===== src/rtl/shift_unit_pkg.sv =====
// Shared ALU definitions: shift function codes and default datapath width.
// Imported by the shift unit and its sibling ALU units.
package shift_unit_pkg;

  localparam int ALU_WIDTH = 16;

  localparam logic [1:0] SHF_SRL_A = 2'b00;
  localparam logic [1:0] SHF_SLL_A = 2'b01;
  localparam logic [1:0] SHF_SRL_B = 2'b10;
  localparam logic [1:0] SHF_SLL_B = 2'b11;

endpackage


===== src/rtl/shift_reg_out.sv =====
// Generic ALU output register: async active-low clear, enable-gated load.
// A low enable loads zero rather than holding the previous value.
module shift_reg_out #(
  parameter int W = 16
) (
  input  logic         clk,
  input  logic         rst_n,
  input  logic         en,
  input  logic [W-1:0] d,
  output logic [W-1:0] q
);

  logic [W-1:0] q_d;
  logic [W-1:0] q_q;

  always_comb begin
    q_d = '0;
    if (en) q_d = d;
  end

  always_ff @(posedge clk or negedge rst_n) begin
    if (!rst_n) q_q <= '0;
    else        q_q <= q_d;
  end

  assign q = q_q;

endmodule


===== src/rtl/shift_unit.sv =====
// Registered one-position logical shift unit of the 16-bit ALU.
// Result and valid flag appear one clock after the operands are sampled.
module shift_unit
  import shift_unit_pkg::*;
#(
  parameter int IN1_WIDTH       = ALU_WIDTH,
  parameter int IN2_WIDTH       = ALU_WIDTH,
  parameter int SHIFT_OUT_WIDTH = ALU_WIDTH
) (
  input  logic                       clk,
  input  logic                       rst_n,
  input  logic [IN1_WIDTH-1:0]       in1,
  input  logic [IN2_WIDTH-1:0]       in2,
  input  logic [1:0]                 shift_fun,
  input  logic                       shift_en,
  output logic [SHIFT_OUT_WIDTH-1:0] shift_out,
  output logic                       shift_flag
);

  localparam int MW0 =
    (IN1_WIDTH > IN2_WIDTH) ? IN1_WIDTH : IN2_WIDTH;
  localparam int MW =
    (MW0 > SHIFT_OUT_WIDTH) ? MW0 : SHIFT_OUT_WIDTH;

  // Shifts stay at source width so the shifted-out bit is dropped.
  logic [IN1_WIDTH-1:0] a_srl;
  logic [IN1_WIDTH-1:0] a_sll;
  logic [IN2_WIDTH-1:0] b_srl;
  logic [IN2_WIDTH-1:0] b_sll;

  assign a_srl = in1 >> 1;
  assign a_sll = in1 << 1;
  assign b_srl = in2 >> 1;
  assign b_sll = in2 << 1;

  logic [MW-1:0]              sel_w;
  logic [SHIFT_OUT_WIDTH-1:0] shift_res;

  always_comb begin
    sel_w = '0;
    unique case (1'b1)
      shift_fun == SHF_SRL_A: sel_w = MW'(a_srl);
      shift_fun == SHF_SLL_A: sel_w = MW'(a_sll);
      shift_fun == SHF_SRL_B: sel_w = MW'(b_srl);
      shift_fun == SHF_SLL_B: sel_w = MW'(b_sll);
      default:                sel_w = '0;
    endcase
    shift_res = sel_w[SHIFT_OUT_WIDTH-1:0];
  end

  logic [SHIFT_OUT_WIDTH:0] reg_q;

  shift_reg_out #(
    .W (SHIFT_OUT_WIDTH + 1)
  ) u_reg (
    .clk   (clk),
    .rst_n (rst_n),
    .en    (shift_en),
    .d     ({1'b1, shift_res}),
    .q     (reg_q)
  );

  assign shift_flag = reg_q[SHIFT_OUT_WIDTH];
  assign shift_out  = reg_q[SHIFT_OUT_WIDTH-1:0];

endmodule


===== config.mk =====
export PLATFORM = sky130hd
export DESIGN_NAME = shift_unit
export DESIGN_NICKNAME = d
export VERILOG_FILES = /design/src/rtl/shift_unit_pkg.sv /design/src/rtl/shift_reg_out.sv /design/src/rtl/shift_unit.sv
export SDC_FILE = /design/constraint.sdc
export NUM_CORES = 1
export LEC_CHECK = 0
export BUFFER_PORTS_ARGS = -buffer_cell sky130_fd_sc_hd__buf_2
export CAP_MARGIN = 20
export CORE_UTILIZATION = 42
export DETAILED_ROUTE_END_ITERATION = 16
export PLACE_DENSITY = 0.75
export SKIP_LAST_GASP = 1
export SLEW_MARGIN = 15
export SYNTH_ARGS = -nofsm -noshare
export SYNTH_HDL_FRONTEND = slang
export SYNTH_HIERARCHICAL = 1
export SYNTH_SLANG_ARGS = --single-unit

===== constraint.sdc =====
create_clock -name clk -period 1.42 [get_ports clk]
set_clock_uncertainty 0.1 [all_clocks]
set_input_delay 0.142 -clock clk [delete_from_list [all_inputs] [get_ports clk]]
set_output_delay 0.142 -clock clk [all_outputs]
set_load 0.02 [all_outputs]

-- After elaboration in Yosys (flattened, before gate mapping)
Cells that the tools add are included.
- word-level logic and storage cells: 7
- input port bits: 37
- output and inout port bits: 17
- bits in registers: 17
- mux-type cells: 2
- reduce and logical (&&, ||, !) cells: 1
- equal/unequal tests: 3
- operators with widths (cell ; count):
    $pmux 16 s4 ; 1
    $mux 17 ; 1
    $eq 2x2->1 const B ; 2
    $eq 2x1->1 const B ; 1
    $logic_not 2->1 ; 1

-- Depth between registers and ports, before layout
- depth after elaboration: 3
- mapped depth: 5
- gate-level depth less buffers: 3

-- Modules after synthesis
Netlist, hierarchy kept.
- modules (own cells, without submodules) (module ; cells an instance ; area each (µm²) ; sequential area each (µm²) ; times used):
    shift_reg_out ; 35 ; 559.3 ; 425.4 ; 1
    shift_unit ; 30 ; 380.4 ; 0.0 ; 1

-- Least setup slack after synthesis
OpenSTA, ideal clock, no wires.
- path type: input-to-reg
- start: input shift_fun[1]
- end: register u_reg.q_q[14], in the netlist u_reg/q[14]
- data required time: 1.200 ns
- library setup time: 0.120 ns
- path slack: 0.269 ns
- buffers on the path: 1
- stages: 3
- arrival time: 0.931 ns
- cell sequence: buf_6 > mux4_2 > and2_2
- cells in the longest elaborated chain, start to end: 3
- elaborated cells between the ends (all ways): 6
- classes of those cells: eq/ne (3); mux (2); reduce/logical (1)
- ends and longest elaborated chain (element ; line ; text):
    start: declaration ; shift_unit.sv:14 ; input logic [1:0] shift_fun,
    $eq 2x2->1, or another cell as far along ; shift_unit.sv:45 ; shift_fun == SHF_SLL_B: sel_w = MW'(b_sll);
    $pmux 16 s4 * ; shift_unit.sv:41 ; unique case (1'b1)
    named net sel_w[14] ; shift_unit.sv:36 ; logic [MW-1:0] sel_w;
    $mux 17 * ; shift_reg_out.sv:18 ; if (en) q_d = d;
    named net u_reg.q_d[14] ; shift_reg_out.sv:13 ; logic [W-1:0] q_d;
    end signal: assignment ; shift_reg_out.sv:23 ; else q_q <= q_d;
    end: declaration ; shift_reg_out.sv:14 ; logic [W-1:0] q_q;
The timed path passes the listed nets; every way through them passes the cells marked *.

-- Worst setup path after layout
- start: register u_reg.q_q[1], in the netlist u_reg/q[1]
- end: output shift_out[1]
- RTL lines (element ; line ; text):
    end: declaration ; shift_unit.sv:16 ; output logic [SHIFT_OUT_WIDTH-1:0] shift_out,
No word-level cell between the ends.

==> flow_metrics.py <==
metrics = {
    "placement": {
        "numPortBuffers": 53,
        "place.gp.congestion": 0.764,
        "dpl.hpwl_um": 1550,
        "place_area_um2": 1210,
    },
    "drt": {
        "drc": 0,
        "wl_um": 1940,
        "drt_iter0_markers": 9,
        "firstDrtPassIters": 4,
        "ant_nets": 0,
        "avgViaCountPerCell": 4.73,
        "wl_per_cell_um": 13.0,
        "vias": 705,
    },
    "die": {
        "die_area_um2": 2430,
        "ios": 54,
        "start_util_pct": 46.0,
        "die_y_um": 49.3,
        "fp-row-count": 16,
        "core_area_um2": 2040,
        "die_width_um": 49.3,
    },
    "hold_path": {
        "hp-class": "input port to register",
        "min_from": "shift_en",
    },
    "logic_synthesis": {
        "yosysTopAreaCell": "dfrtp_1",
        "syn_area_per_cell_um2": 14.5,
        "ys_seq_elements": 17,
        "synth_compound_area_share_pct": 0,
        "synth_fa_ha_area_share_pct": 0,
        "yosysUniqueCellTypes": 10,
        "ys_top_cells_by_count": "17 x dfrtp_1, 16 x mux2i_1, 13 x and2_2",
        "synth-seq-area-share_pct": 45.3,
        "synthesis.area_um2": 940,
        "synth_most_common_cell": "dfrtp_1",
        "synthFlopType": "dfrtp_1",
        "synth_xor_area_share_pct": 0,
        "synthTopCellsByArea": "dfrtp_1 45%, mux2i_1 17%, mux4_2 17%",
        "synth_edf_count": 0,
        "yosysWarningCount": 6,
        "synthMuxAreaShare_pct": 33.8,
        "synth_top_area_share_pct": 45.3,
        "synth_cells": 65,
        "synthSimpleGateAreaFrac_pct": 14.1,
        "synth_fp_nets": 102,
        "synth_top_family_by_area": "multiplexers",
        "async_reset_ff_share_pct": 100,
    },
    "setup_path": {
        "slowest_stage": "dfrtp_1",
        "path_cells": "buf_2",
        "startpoint_type": "register",
        "end_kind": "primary output",
        "cp_slowest_stage_delay_ps": 380,
        "cp.required_ps": 1180,
        "critPathKind": "register to primary output",
        "arrival_ps": 820,
        "path_max_fanout": 1,
        "crit_family": "flip-flops",
        "crit_buf_inv": 1,
        "crit_path_start": "u_reg/q[1]",
    },
    "sta": {
        "setup_viol": 0,
        "max_freq_ghz": 0.938,
        "hold_viol": 0,
        "slew_violations": 0,
        "rsz0062_at_grt": "no",
        "finalCriticalPeriod_ps": 1070,
        "period_share_pct": 75.1,
        "setup_tns_ps": 0,
    },
    "final_layout": {
        "design_area_um2": 1240,
        "antennaDiodeCount": 0,
        "drive_above_1_share_pct": 65.6,
        "nFillCells": 179,
        "fin_nets": 160,
        "largest_register_ff_count": 17,
        "area_growth_pct": 32.5,
    },
    "grt": {
        "grt_max_degree": 18,
        "antenna_found_initial": 0,
        "grt_pass1_wl_um": 3230,
        "grt_use_total_pct": 18.7,
        "grt_overflow": 0,
        "first_global_vias": 747,
    },
    "clock_network": {
        "cts_buffer_depth": 2,
        "cts_buffers": 3,
        "htree_num_levels": 1,
        "clk_pin_slew_ps": 100,
        "clock_sinks": 17,
        "cts_root_buffer": "clkbuf_4",
        "cts_tree": "yes",
        "cts_resized": 0,
    },
    "power_and_ir_drop": {
        "power.density_nw_per_um2": 853,
        "vdd_drop_max_v": 0.000436,
        "p_leak_nw": 0.683,
    },
    "job": {
        "maxCapViolations": 0,
    },
    "run_status": {
        "status": "finished, final reports clean",
    },
}
kinds of logic after synthesis:
group	count (synthesis)
buffers and inverters	5
multiplexers	23
other	1
flip-flops	17
AND/OR/NAND/NOR	19
where the power goes:
part / leakage (nW) / internal, mW / switching, mW
sequential: 0.220 / 0.517 / 0.00709
clock: 0.0150 / 0.109 / 0.145
combinational: 0.448 / 0.144 / 0.139
placed cells by master, fill, tap and decap left out, drive strengths merged:
cell	instances
buf	57
dfrtp	17
and2	17
mux2i	16
mux4	7
clkbuf	4
nor2	1
nor2b	1
dlygate4sd3	1
conb	1
worst paths after layout:
check	cells after the start	slack, ps	to
setup / recovery	1	350	shift_out[1]
hold / removal	2	120	u_reg/q[12]
max in group asynchronous	2	750	u_reg/q[9]
min in group asynchronous	2	190	u_reg/q[8]
repair_timing:
item | CTS | global route
hold buffers | 1 | 0
endpoints found under the hold margin | 17 | 0
setup buffers | 0 | 0
final cells by class:
class / instances / area, µm² / share of cell area [%]
sequential: 17 / 425 / 34.2
timing repair buffer: 58 / 305 / 24.5
tap: 27 / 33.8 / 2.71
clock buffer: 4 / 26.3 / 2.11
multi-input combinational: 43 / 454 / 36.5
routing by layer:
| layer | wire length [µm] | vias up | GRT usage (%) |
|---|---|---|---|
| li1 | - | 340 | - |
| met1 | 732 | 324 | 19.7 |
| met2 | 1030 | 34 | 32.2 |
| met3 | 108 | 7 | 3.12 |
| met4 | 75 | 0 | 15.7 |
| met5 | 0 | - | 0 |
per-stage QoR:
| step | setup slack (ps) | utilization [%] | hold WS (ps) | total power [mW] | instances |
|---|---|---|---|---|---|
| floorplan | 269 | - | -254 | 0.711 | 65 |
| global placement | 178 | 59.2 | -22.3 | 0.809 | 144 |
| detailed placement | 126 | 59.2 | -22.0 | 0.816 | 144 |
| CTS | 338 | 61.0 | 103 | 1.08 | 149 |
| global route | 305 | 61.0 | 93.8 | 1.13 | 149 |
| finish | 354 | 61.0 | 115 | 1.06 | 149 |
Note: power is estimated with default switching activity, not from simulation.
